File: config.mk
export PLATFORM = sky130hd
export DESIGN_NAME = arcade_input_mapper
export DESIGN_NICKNAME = d
export VERILOG_FILES = /design/src/rtl/arcade_input_mapper.sv
export SDC_FILE = /design/constraint.sdc
export NUM_CORES = 1
export LEC_CHECK = 0
export BUFFER_PORTS_ARGS = -buffer_cell sky130_fd_sc_hd__buf_2
export CAP_MARGIN = 20
export CORE_MARGIN = 3
export CORE_UTILIZATION = 58
export CTS_CLUSTER_SIZE = 30
export DETAILED_ROUTE_END_ITERATION = 8
export MAX_ROUTING_LAYER = met4
export PLACE_DENSITY = 0.89
export REMOVE_ABC_BUFFERS = 1
export SLEW_MARGIN = 20
export SYNTH_ARGS = -nofsm -noshare
export SYNTH_HDL_FRONTEND = slang
export SYNTH_SLANG_ARGS = --single-unit
export TNS_END_PERCENT = 20
File: constraint.sdc
create_clock -name clk_sys -period 6.3 [get_ports clk_sys]
set_input_delay 1.26 -clock clk_sys [delete_from_list [all_inputs] [get_ports clk_sys]]
set_output_delay 1.26 -clock clk_sys [all_outputs]
set_load 0.05 [all_outputs]
File: src/rtl/arcade_input_mapper.sv
// Player-input front end: PS/2 key latches and HPS joysticks merged into per-player
// rotated directions, buttons (button-0 autofire), start and a held-off coin pulse.

module arcade_player_lane #(
  parameter int NUM_BUTTONS   = 3,
  parameter int COIN_PULSE    = 65536,
  parameter int COIN_HOLDOFF  = 131072,
  parameter int COIN_ON_START = 1,
  parameter int ACTIVE_LOW    = 1
) (
  input  logic                   clk_sys,
  input  logic                   reset,
  input  logic [15:0]            raw,
  input  logic [1:0]             rotate,
  input  logic                   af_phase,
  input  logic                   autofire_en,
  output logic [3:0]             dir,
  output logic [NUM_BUTTONS-1:0] btn,
  output logic                   start,
  output logic                   coin
);
  localparam int CNT_MAX = (COIN_PULSE > COIN_HOLDOFF) ? COIN_PULSE : COIN_HOLDOFF;
  localparam int CW      = (CNT_MAX > 1) ? $clog2(CNT_MAX) : 1;
  localparam logic [CW-1:0] PULSE_LAST = CW'(COIN_PULSE - 1);
  localparam logic [CW-1:0] HOLD_LAST  = CW'(COIN_HOLDOFF - 1);
  localparam logic INV         = (ACTIVE_LOW != 0);
  localparam logic START_COINS = (COIN_ON_START != 0);

  typedef enum logic [1:0] {IDLE, PULSE, HOLD} coin_st_e;

  coin_st_e               st_q, st_d;
  logic [CW-1:0]          cnt_q, cnt_d;
  logic [3:0]             dir_rot, dir_q;
  logic [NUM_BUTTONS-1:0] btn_raw, btn_q;
  logic                   start_q;
  logic [1:0]             coin_pipe;
  logic                   coin_trig, coin_edge;
  logic                   unused_raw;

  assign unused_raw = ^raw;

  // raw[3:0] = {up,down,left,right}; each case lists the source of {up,down,left,right}
  always_comb begin
    case (rotate)
      2'b01:   dir_rot = {raw[1], raw[0], raw[2], raw[3]};
      2'b10:   dir_rot = {raw[2], raw[3], raw[0], raw[1]};
      2'b11:   dir_rot = {raw[0], raw[1], raw[3], raw[2]};
      default: dir_rot = raw[3:0];
    endcase
  end

  always_comb begin
    btn_raw    = raw[4 +: NUM_BUTTONS];
    btn_raw[0] = raw[4] & (af_phase | ~autofire_en);
  end

  assign coin_trig = raw[5+NUM_BUTTONS] | (START_COINS & raw[4+NUM_BUTTONS]);
  assign coin_edge = coin_pipe[0] & ~coin_pipe[1];

  always_ff @(posedge clk_sys or posedge reset) begin
    if (reset) begin
      dir_q     <= '0;
      btn_q     <= '0;
      start_q   <= 1'b0;
      coin_pipe <= '0;
      st_q      <= IDLE;
      cnt_q     <= '0;
    end else begin
      dir_q     <= dir_rot;
      btn_q     <= btn_raw;
      start_q   <= raw[4+NUM_BUTTONS];
      coin_pipe <= {coin_pipe[0], coin_trig};
      st_q      <= st_d;
      cnt_q     <= cnt_d;
    end
  end

  // Edges seen outside IDLE are dropped, so a mashed coin key cannot queue credits
  always_comb begin
    st_d  = st_q;
    cnt_d = cnt_q;
    case (st_q)
      IDLE: if (coin_edge) begin
        st_d  = PULSE;
        cnt_d = '0;
      end
      PULSE: if (cnt_q == PULSE_LAST) begin
        st_d  = HOLD;
        cnt_d = '0;
      end else cnt_d = cnt_q + 1'b1;
      HOLD: if (cnt_q == HOLD_LAST) begin
        st_d  = IDLE;
        cnt_d = '0;
      end else cnt_d = cnt_q + 1'b1;
      default: begin
        st_d  = IDLE;
        cnt_d = '0;
      end
    endcase
  end

  assign dir   = dir_q ^ {4{INV}};
  assign btn   = btn_q ^ {NUM_BUTTONS{INV}};
  assign start = start_q ^ INV;
  assign coin  = (st_q == PULSE) ^ INV;
endmodule

module arcade_input_mapper #(
  parameter int NUM_PLAYERS   = 2,
  parameter int NUM_BUTTONS   = 3,
  parameter int COIN_PULSE    = 65536,
  parameter int COIN_HOLDOFF  = 131072,
  parameter int COIN_ON_START = 1,
  parameter int AUTOFIRE_DIV  = 262144,
  parameter int ACTIVE_LOW    = 1
) (
  input  logic                               clk_sys,
  input  logic                               reset,
  input  logic [64:0]                        ps2_key,
  input  logic [16*NUM_PLAYERS-1:0]          joy_in,
  input  logic [1:0]                         rotate,
  input  logic                               merge_joy,
  input  logic                               autofire_en,
  output logic [4*NUM_PLAYERS-1:0]           dir_out,
  output logic [NUM_BUTTONS*NUM_PLAYERS-1:0] btn_out,
  output logic [NUM_PLAYERS-1:0]             start_out,
  output logic [NUM_PLAYERS-1:0]             coin_out
);
  localparam int NKEYS = 19;
  localparam int AW    = (AUTOFIRE_DIV > 1) ? $clog2(AUTOFIRE_DIV) : 1;
  localparam logic [AW-1:0] AF_LAST = AW'(AUTOFIRE_DIV - 1);

  logic             toggle_q, key_evt, key_pressed, key_ext;
  logic [8:0]       key_code;
  logic [NKEYS-1:0] key_hit, key_lat;
  logic [1:0][15:0] key_word;
  logic [15:0]      joy_or;
  logic [AW-1:0]    af_cnt;
  logic             af_phase;

  logic [NUM_PLAYERS-1:0][3:0]             dir_w;
  logic [NUM_PLAYERS-1:0][NUM_BUTTONS-1:0] btn_w;

  assign key_evt     = ps2_key[64] ^ toggle_q;
  assign key_pressed = ps2_key[15:8] != 8'hF0;
  assign key_ext     = key_pressed ? (ps2_key[15:8] == 8'hE0) : (ps2_key[23:16] == 8'hE0);
  assign key_code    = (|ps2_key[63:24]) ? 9'h000 : {key_ext, ps2_key[7:0]};

  // Latch order per player: right, left, down, up, buttons, start, coin
  always_comb begin
    key_hit     = '0;
    key_hit[0]  = key_code[7:0] == 8'h74;
    key_hit[1]  = key_code[7:0] == 8'h6B;
    key_hit[2]  = key_code[7:0] == 8'h72;
    key_hit[3]  = key_code[7:0] == 8'h75;
    key_hit[4]  = key_code == 9'h029;
    key_hit[5]  = key_code == 9'h014;
    key_hit[6]  = key_code == 9'h011;
    key_hit[7]  = key_code == 9'h012;
    key_hit[8]  = key_code == 9'h005;
    key_hit[9]  = key_code == 9'h02E;
    key_hit[10] = key_code == 9'h034;
    key_hit[11] = key_code == 9'h023;
    key_hit[12] = key_code == 9'h02B;
    key_hit[13] = key_code == 9'h02D;
    key_hit[14] = key_code == 9'h01C;
    key_hit[15] = key_code == 9'h01B;
    key_hit[16] = key_code == 9'h015;
    key_hit[17] = key_code == 9'h006;
    key_hit[18] = key_code == 9'h036;
  end

  always_ff @(posedge clk_sys or posedge reset) begin
    if (reset) begin
      toggle_q <= 1'b0;
      key_lat  <= '0;
    end else begin
      toggle_q <= ps2_key[64];
      if (key_evt)
        for (int i = 0; i < NKEYS; i++)
          if (key_hit[i]) key_lat[i] <= key_pressed;
    end
  end

  always_comb begin
    key_word       = '0;
    key_word[0][3:0] = key_lat[3:0];
    key_word[0][4] = key_lat[4] | key_lat[5];
    if (NUM_BUTTONS > 1) key_word[0][5] = key_lat[6];
    if (NUM_BUTTONS > 2) key_word[0][6] = key_lat[7];
    key_word[0][4+NUM_BUTTONS] = key_lat[8];
    key_word[0][5+NUM_BUTTONS] = key_lat[9];
    key_word[1][3:0] = key_lat[13:10];
    key_word[1][4] = key_lat[14];
    if (NUM_BUTTONS > 1) key_word[1][5] = key_lat[15];
    if (NUM_BUTTONS > 2) key_word[1][6] = key_lat[16];
    key_word[1][4+NUM_BUTTONS] = key_lat[17];
    key_word[1][5+NUM_BUTTONS] = key_lat[18];
  end

  always_comb begin
    joy_or = '0;
    for (int p = 0; p < NUM_PLAYERS; p++) joy_or |= joy_in[16*p +: 16];
  end

  always_ff @(posedge clk_sys or posedge reset) begin
    if (reset) begin
      af_cnt   <= '0;
      af_phase <= 1'b1;
    end else if (af_cnt == AF_LAST) begin
      af_cnt   <= '0;
      af_phase <= ~af_phase;
    end else begin
      af_cnt   <= af_cnt + 1'b1;
    end
  end

  for (genvar p = 0; p < NUM_PLAYERS; p++) begin : g_lane
    logic [15:0] joy_w, key_w;
    if (p == 0) begin : g_joy0
      assign joy_w = merge_joy ? joy_or : joy_in[15:0];
    end else begin : g_joyn
      assign joy_w = merge_joy ? 16'h0000 : joy_in[16*p +: 16];
    end
    // Keyboard only reaches the first two players
    if (p < 2) begin : g_key
      assign key_w = key_word[p];
    end else begin : g_nokey
      assign key_w = '0;
    end

    arcade_player_lane #(
      .NUM_BUTTONS  (NUM_BUTTONS),
      .COIN_PULSE   (COIN_PULSE),
      .COIN_HOLDOFF (COIN_HOLDOFF),
      .COIN_ON_START(COIN_ON_START),
      .ACTIVE_LOW   (ACTIVE_LOW)
    ) u_lane (
      .clk_sys    (clk_sys),
      .reset      (reset),
      .raw        (key_w | joy_w),
      .rotate     (rotate),
      .af_phase   (af_phase),
      .autofire_en(autofire_en),
      .dir        (dir_w[p]),
      .btn        (btn_w[p]),
      .start      (start_out[p]),
      .coin       (coin_out[p])
    );
  end

  assign dir_out = dir_w;
  assign btn_out = btn_w;
endmodule

==> impl_metrics.env, run 1 <==
export IMPL_run_status="finished clean"
export IMPL_grt_usage=0.2598
export IMPL_critical_path_class="primary input to flop"
export IMPL_io_pin_count=121
export IMPL_crit_fanout=19
export IMPL_ctsResizeCount=0
export IMPL_ctsHoldBuffers=0
export IMPL_synth_edf_count=0
export IMPL_first_pass_iters=5
export IMPL_power_total_uw=1516
export IMPL_place_hpwl_um=8673
export IMPL_fp_row_count=33
export IMPL_synth_seq_cells=97
export IMPL_drive_above_1_share=0.2415
export IMPL_startpoint_type="primary input"
export IMPL_root_buffer="clkbuf_8"
export IMPL_cts_setup_buffers=0
export IMPL_endpoint_kind="flop"
export IMPL_htreeDepth=3
export IMPL_synthDistinctLibCells=50
export IMPL_tightest_slew_ns=0.8710
export IMPL_finalHoldViolCount=0
export IMPL_drt_total_wl_um=12290
export IMPL_drcViolationCount=0
export IMPL_gp_congestion=0.9359
export IMPL_grt_pass1_vias=4564
export IMPL_syn_inst=513
export IMPL_portBuffers=106
export IMPL_finalSetupTns_ns=0
export IMPL_dieArea_um2=9977
export IMPL_antenna_found_initial=0
export IMPL_async_flop_share=1.000
export IMPL_drtIter0Drc=194
export IMPL_hp_class="flop to flop"
export IMPL_hold_slack_ns=0.3994
export IMPL_ir_drop_mv=0.1508
export IMPL_grt_first_pass_wirelength_um=20240
export IMPL_setup_viol=0
export IMPL_syn_area_um2=5112
export IMPL_maxCapViolCount=0
export IMPL_fin_crit_sh=0.4887
export IMPL_vias=4359
export IMPL_insertion_delay_ns=0.36
export IMPL_final_common_cell="buf_2"
export IMPL_vias_per_cell=6.004
export IMPL_period_needed_ns=3.079
export IMPL_max_freq_mhz=324.8
export IMPL_wire_per_inst_um=16.93
export IMPL_yosysWarnings=0
export IMPL_critical_path_required_ns=6.55
export IMPL_hold_depth=0
export IMPL_ys_seq_area_frac=0.4750
export IMPL_cts_made_buffers=9
export IMPL_fin_util=0.7053
export IMPL_p_leak_uw=0.002846
export IMPL_fin_worst_skew_ns=0.01072
export IMPL_clock_sinks=97
export IMPL_reg2reg_depth=8
export IMPL_ant_nets=0
export IMPL_start_util=0.6099
export IMPL_die_w_um=99.89
export IMPL_synth_avg_cell_area_um2=9.966
export IMPL_core_um2=8382
export IMPL_grt_start_max_net_pins=71
export IMPL_slew_headroom=0.4193
export IMPL_die_y_um=99.89
export IMPL_cts_tree="built"
export IMPL_rsz0062_at_grt="false"
export IMPL_insertedDiodeCount=0
export IMPL_mostFrequentLayoutCells="buf_2, dfrtp_1, nor2_1, nand2_1, o21ai_0"
export IMPL_syn_to_final_growth_pct=15.64
export IMPL_slew_viol_final=0
export IMPL_cp_arrival_ns=3.32
export IMPL_clkSlewWorstSetupHoldPaths_ns=0.10
export IMPL_ctsLongestPathBuffers=2
export IMPL_pwr_density_cell_nw_per_um2=256.4
export IMPL_synth_main_ff_cell="dfrtp_1"
export IMPL_nets=736
export IMPL_grt_overflow=0
[synthesized netlist by cell type, types with 9 or more instances]
| cell | instances | area share |
|---|---|---|
| xor2_1 | 13 | 0.022 |
| xnor2_1 | 16 | 0.027 |
| dfrtp_1 | 96 | 0.47 |
| nor4_1 | 16 | 0.020 |
| and3_1 | 9 | 0.011 |
| mux2_2 | 17 | 0.037 |
| mux2i_1 | 14 | 0.027 |
| nand4_1 | 18 | 0.022 |
| nand2_1 | 38 | 0.028 |
| ha_1 | 17 | 0.042 |
| nand3_1 | 26 | 0.025 |
| inv_1 | 37 | 0.027 |
| nor2b_1 | 10 | 0.012 |
| o21ai_0 | 38 | 0.037 |
| nor2_1 | 41 | 0.030 |
[registers in the layout (all words and copies together), names as in the netlist]
register and cells:
g_lane.u_lane.cnt_q 34, g_lane.u_lane.dir_q 8, g_lane.u_lane.coin_pipe 4, key_lat 19
af_cnt 18, g_lane.u_lane.st_q 4, g_lane.u_lane.start_q 2, af_phase 1
g_lane.u_lane.btn_q 6, toggle_q 1
[critical path, stage by stage]
cell and delay, ns:
buf_2 0.11, nor4_1 0.42, nand2_1 0.16, nor4_4 0.77, nand4_1 0.23, mux2_1 0.38
[cell families (layout without fill, tap and decap cells)]
| family | Yosys count | in the layout | share of synthesized area |
|---|---|---|---|
| buffers and inverters | 54 | 162 | 0.04675 |
| flip-flops | 97 | 97 | 0.4750 |
| AND/OR/NAND/NOR | 199 | 199 | 0.2066 |
| XOR/XNOR | 29 | 29 | 0.04968 |
| adder cells (fa/ha/maj) | 17 | 17 | 0.04160 |
| AO/OA/AOI/OAI | 76 | 76 | 0.09202 |
| multiplexers | 41 | 41 | 0.08835 |
[final cells by class]
class / count / area (um^2)
Clock buffer: 11 / 151.4
Clock inverter: 5 / 62.56
Fill cell: 593 / 2470
Inverter: 37 / 140.1
Multi-Input combinational cell: 362 / 2445
Sequential cell: 97 / 2429
Tap cell: 105 / 131.4
Timing Repair Buffer: 109 / 553.0
[where the power goes]
| group | internal [uW] | switching, uW | total [uW] |
|---|---|---|---|
| combinational | 126 | 288 | 414 |
| clock | 208 | 226 | 434 |
| sequential | 650 | 17.5 | 668 |
| total | 984 | 532 | 1520 |
[worst paths after layout]
path	startpoint	to	slack, ns
min	g_lane[1].u_lane.coin_pipe[0]	g_lane[1].u_lane.coin_pipe[1]	0.40
min in group asynchronous	reset	g_lane[0].u_lane.dir_q[0]	0.88
max	ps2_key[48]	key_lat[15]	3.22
max reg2reg	g_lane[1].u_lane.cnt_q[6]	g_lane[1].u_lane.cnt_q[15]	3.58
min reg2reg	g_lane[1].u_lane.coin_pipe[0]	g_lane[1].u_lane.coin_pipe[1]	0.40
max in group asynchronous	reset	af_cnt[2]	4.19
[per-layer routing]
metal / up-vias / wire length (um) / share of wire / GRT usage
met1: 2140 / 4654 / 0.38 / 0.2812
met3: 28 / 681 / 0.055 / 0.03961
met4: 0 / 252 / 0.021 / 0.09979
li1: 2002 / - / - / -
met5: - / 0 / 0 / -
met2: 189 / 6700 / 0.55 / 0.4767
[stage by stage]
step           worst slack [ns]  cell area [um^2]  instances
2_1_floorplan             2.508              5012        496
3_3_place_gp              2.942              5698        710
3_5_place_dp              2.824              5698        710
4_1_cts                   3.192              5912        726
5_1_grt                   3.097              5912        726
6_report                  3.221              5912        726
(Power assumes the default switching activity.)
==> run 2: changes to the inputs <==
--- a/config.mk
+++ b/config.mk
@@ -5,14 +5,15 @@
 export SDC_FILE = /design/constraint.sdc
 export NUM_CORES = 1
 export LEC_CHECK = 0
+export ABC_AREA = 1
 export BUFFER_PORTS_ARGS = -buffer_cell sky130_fd_sc_hd__buf_2
 export CAP_MARGIN = 20
 export CORE_MARGIN = 3
-export CORE_UTILIZATION = 58
+export CORE_UTILIZATION = 50
 export CTS_CLUSTER_SIZE = 30
 export DETAILED_ROUTE_END_ITERATION = 8
 export MAX_ROUTING_LAYER = met4
-export PLACE_DENSITY = 0.89
+export PLACE_DENSITY = 0.81
 export REMOVE_ABC_BUFFERS = 1
 export SLEW_MARGIN = 20
 export SYNTH_ARGS = -nofsm -noshare
==> constraint.sdc (replaced) <==
create_clock -name clk_sys -period 2.7 [get_ports clk_sys]
set_input_delay 0.54 -clock clk_sys [delete_from_list [all_inputs] [get_ports clk_sys]]
set_output_delay 0.54 -clock clk_sys [all_outputs]
set_load 0.05 [all_outputs]
==> run 2 against run 1 <==
  * Clock-buffer cell count did not move
  * Cell count grew 38%
  * Sequential share of layout area decreased by 3.6 points
  * Routed wire length shrank 5.0%
  * Clock skew rose by 0.0058 ns
  * First-iteration DRC count increased by 55%
  * Power increased by 100%
  * Global-route usage down 5.9 points
  * Sequential power rose by 130%
  * Critical path type is now flop to flop
  * Critical endpoint is now g_lane[1].u_lane.cnt_q[14]
  * Highest routed layer unchanged
==> impl_metrics.env, run 2 <==
export IMPL_htreeDepth=3
export IMPL_critPathLaunch="g_lane[1].u_lane.cnt_q[0]"
export IMPL_drive_above_1_share=0.1799
export IMPL_antenna_found_initial=0
export IMPL_reg2reg_setup_slack_ns=0.51
export IMPL_slew_headroom=0.4545
export IMPL_insertedDiodeCount=0
export IMPL_critPathSlowestCell="dfrtp_1"
export IMPL_ctsLongestPathBuffers=2
export IMPL_synthDistinctLibCells=44
export IMPL_mostFrequentLayoutCells="inv_1, nand2_1, buf_2, dfrtp_1, nor2_1"
export IMPL_p_comb_frac=0.220
export IMPL_fillers=927
export IMPL_portBuffers=106
export IMPL_post_synth_top_count_cell="inv_1"
export IMPL_endpoint_kind="flop"
export IMPL_largest_register_ffs=34
export IMPL_first_pass_iters=5
export IMPL_clkSlewWorstSetupHoldPaths_ns=0.11
export IMPL_cts_setup_buffers=0
export IMPL_cp_depth=12
export IMPL_cts_tree="built"
export IMPL_fp_row_count=37
export IMPL_power_frac_seq=0.493
export IMPL_maxCapViolCount=0
export IMPL_startpoint_type="flop"
export IMPL_synth_largest_area_cell="dfrtp_1"
export IMPL_cp_slowest_stage_delay_ns=0.41
export IMPL_final_cells=1003
export IMPL_wl_met2_um=5652
export IMPL_clock_sinks=97
export IMPL_rsz0062_at_grt="false"
export IMPL_gp_congestion=0.8785
export IMPL_grt_start_max_net_pins=49
export IMPL_vias_per_cell=4.834
export IMPL_yosysTopAreaCellShare=0.4323
export IMPL_io_pin_count=121
export IMPL_critical_path_required_ns=2.99
export IMPL_synth_seq_cells=97
export IMPL_syn_area_um2=5557
export IMPL_synthTopCellsByCount="inv_1, nand2_1, dfrtp_1, nor2_1, nand3_1"
export IMPL_fin_worst_skew_ns=0.01648
export IMPL_grt_usage=0.2009
export IMPL_netSwitchingFraction=0.3227
export IMPL_synth_main_ff_cell="dfrtp_1"
export IMPL_wire_per_inst_um=11.65
export IMPL_critical_path_class="flop to flop"
export IMPL_fin_crit_sh=0.8099
export IMPL_ir_drop_mv=0.2649
export IMPL_setup_viol=0
export IMPL_grt_overflow=0
export IMPL_top_layer_used="met4"
export IMPL_rr_endpoint="g_lane[1].u_lane.cnt_q[14]"
export IMPL_p_int_uw=2083
export IMPL_syn_to_final_growth_pct=16.66
export IMPL_dieArea_um2=12410
export IMPL_ctsResizeCount=0
export IMPL_yosysWarnings=0
export IMPL_path_cells="ha_1, nand2_1, nor3b_2, nand2_1, nor2_1, ha_1, o22ai_1, nand2_1, inv_1, nor2_1, buf_4, a211oi_1"
export IMPL_p_sw_uw=992.3
export IMPL_run_status="finished clean"
export IMPL_cp_arrival_ns=2.48
export IMPL_async_flop_share=1.000
export IMPL_crit_fanout=7
export IMPL_die_w_um=111.4
export IMPL_place_ws_ns=0.4061
export IMPL_power_share_clock=0.287
export IMPL_critPathMostFrequentCell="nand2_1"
export IMPL_ys_seq_area_frac=0.4371
export IMPL_syn_inst=743
export IMPL_ant_nets=0
export IMPL_grt_pass1_vias=4696
export IMPL_cp_num_buf_inv=2
export IMPL_wl_met1_um=5311
export IMPL_insertion_delay_ns=0.37
export IMPL_reg2reg_depth=12
export IMPL_cp_endpoint="g_lane[1].u_lane.cnt_q[14]"
export IMPL_period_needed_ns=2.187
export IMPL_dpl_cell_area_um2=6301
export IMPL_synth_avg_cell_area_um2=7.479
export IMPL_place_hpwl_um=9190
export IMPL_wl_met3_um=543
export IMPL_p_leak_uw=0.003454
export IMPL_cts_made_buffers=9
export IMPL_regMostFlops="g_lane.u_lane.cnt_q"
export IMPL_reg_top3="g_lane.u_lane.cnt_q: 34 flops, key_lat: 19 flops, af_cnt: 18 flops"
export IMPL_r2r_start="g_lane[1].u_lane.cnt_q[0]"
export IMPL_start_util=0.5264
export IMPL_max_freq_mhz=457.3
export IMPL_hp_class="primary input to async pin"
export IMPL_finalHoldViolCount=0
export IMPL_pwr_density_cell_nw_per_um2=474.3
export IMPL_ctsHoldBuffers=0
export IMPL_slew_viol_final=0
export IMPL_synth_edf_count=0
export IMPL_drtIter0Drc=301
export IMPL_place_inst=987
export IMPL_final_common_cell="inv_1"
export IMPL_drt_total_wl_um=11680
export IMPL_root_buffer="clkbuf_8"
export IMPL_yosys_top_cells_area="dfrtp_1, inv_1, nand2_1, nor2_1, ha_1"
export IMPL_nets=982
export IMPL_critical_path_top_delay_family="simple AND/OR/NAND/NOR gates"
export IMPL_worst_slack_ns=0.5132
export IMPL_grt_first_pass_wirelength_um=20370
export IMPL_core_um2=10560
export IMPL_tightest_slew_ns=0.8077
export IMPL_vias=4849
export IMPL_finalInstanceArea_um2=6482
export IMPL_die_y_um=111.4
export IMPL_drcViolationCount=0
run 2: final cells by class:
class | count | area (um^2) | share of cell area
clock inverters | 5 | 40.04 | 0.006176
inverters | 166 | 625.6 | 0.09651
multi-input cells | 470 | 2444 | 0.3770
flip-flops and latches | 97 | 2429 | 0.3746
well taps | 136 | 170.2 | 0.02625
clock buffers | 11 | 141.4 | 0.02181
repair buffers | 118 | 633.1 | 0.09766
run 2: how the worst min path moves through the flow:
stage | slack [ns] | cells past startpoint | to
6_report | 0.12 | 2 | g_lane[1].u_lane.cnt_q[16]
5_1_grt | 0.12 | 2 | g_lane[1].u_lane.cnt_q[16]
4_1_cts | 0.11 | 2 | g_lane[1].u_lane.cnt_q[16]
3_5_place_dp | 0.36 | 0 | g_lane[1].u_lane.coin_pipe[1]
3_3_place_gp | 0.36 | 0 | g_lane[1].u_lane.coin_pipe[1]
2_1_floorplan | 0.35 | 0 | g_lane[0].u_lane.coin_pipe[1]
run 2: power groups by stage:
stage	logic [uW]	registers, uW	clock network (uW)
3_3_place_gp	669	1540	0
4_1_cts	682	1520	903
6_report	678	1520	882
5_1_grt	771	1520	974
3_5_place_dp	678	1540	0
2_1_floorplan	436	1540	0
run 2: stage by stage:
step	power, uW	setup TNS, ns	hold WS [ns]	util
floorplan	1974	-35.72	0.3540	-
global route	3265	0	0.1226	0.6142
finish	3075	0	0.1174	0.6142
CTS	3100	0	0.1138	0.6142
detailed placement	2222	0	0.3608	0.5970
global placement	2210	0	0.3607	0.5970
run 2: logic make-up after synthesis:
| family | share of synthesized area |
|---|---|
| buf+inv | 0.1232 |
| compound gates | 0.09862 |
| fa+ha+maj | 0.03828 |
| simple gates | 0.2745 |
| xor+xnor | 0.02837 |
| flops | 0.4371 |
run 2: layer usage:
metal  vias up  GRT usage
met5         -          -
met4         0    0.06083
met3        14    0.02554
met2       130     0.3374
met1      2156     0.2553
li1       2549          -
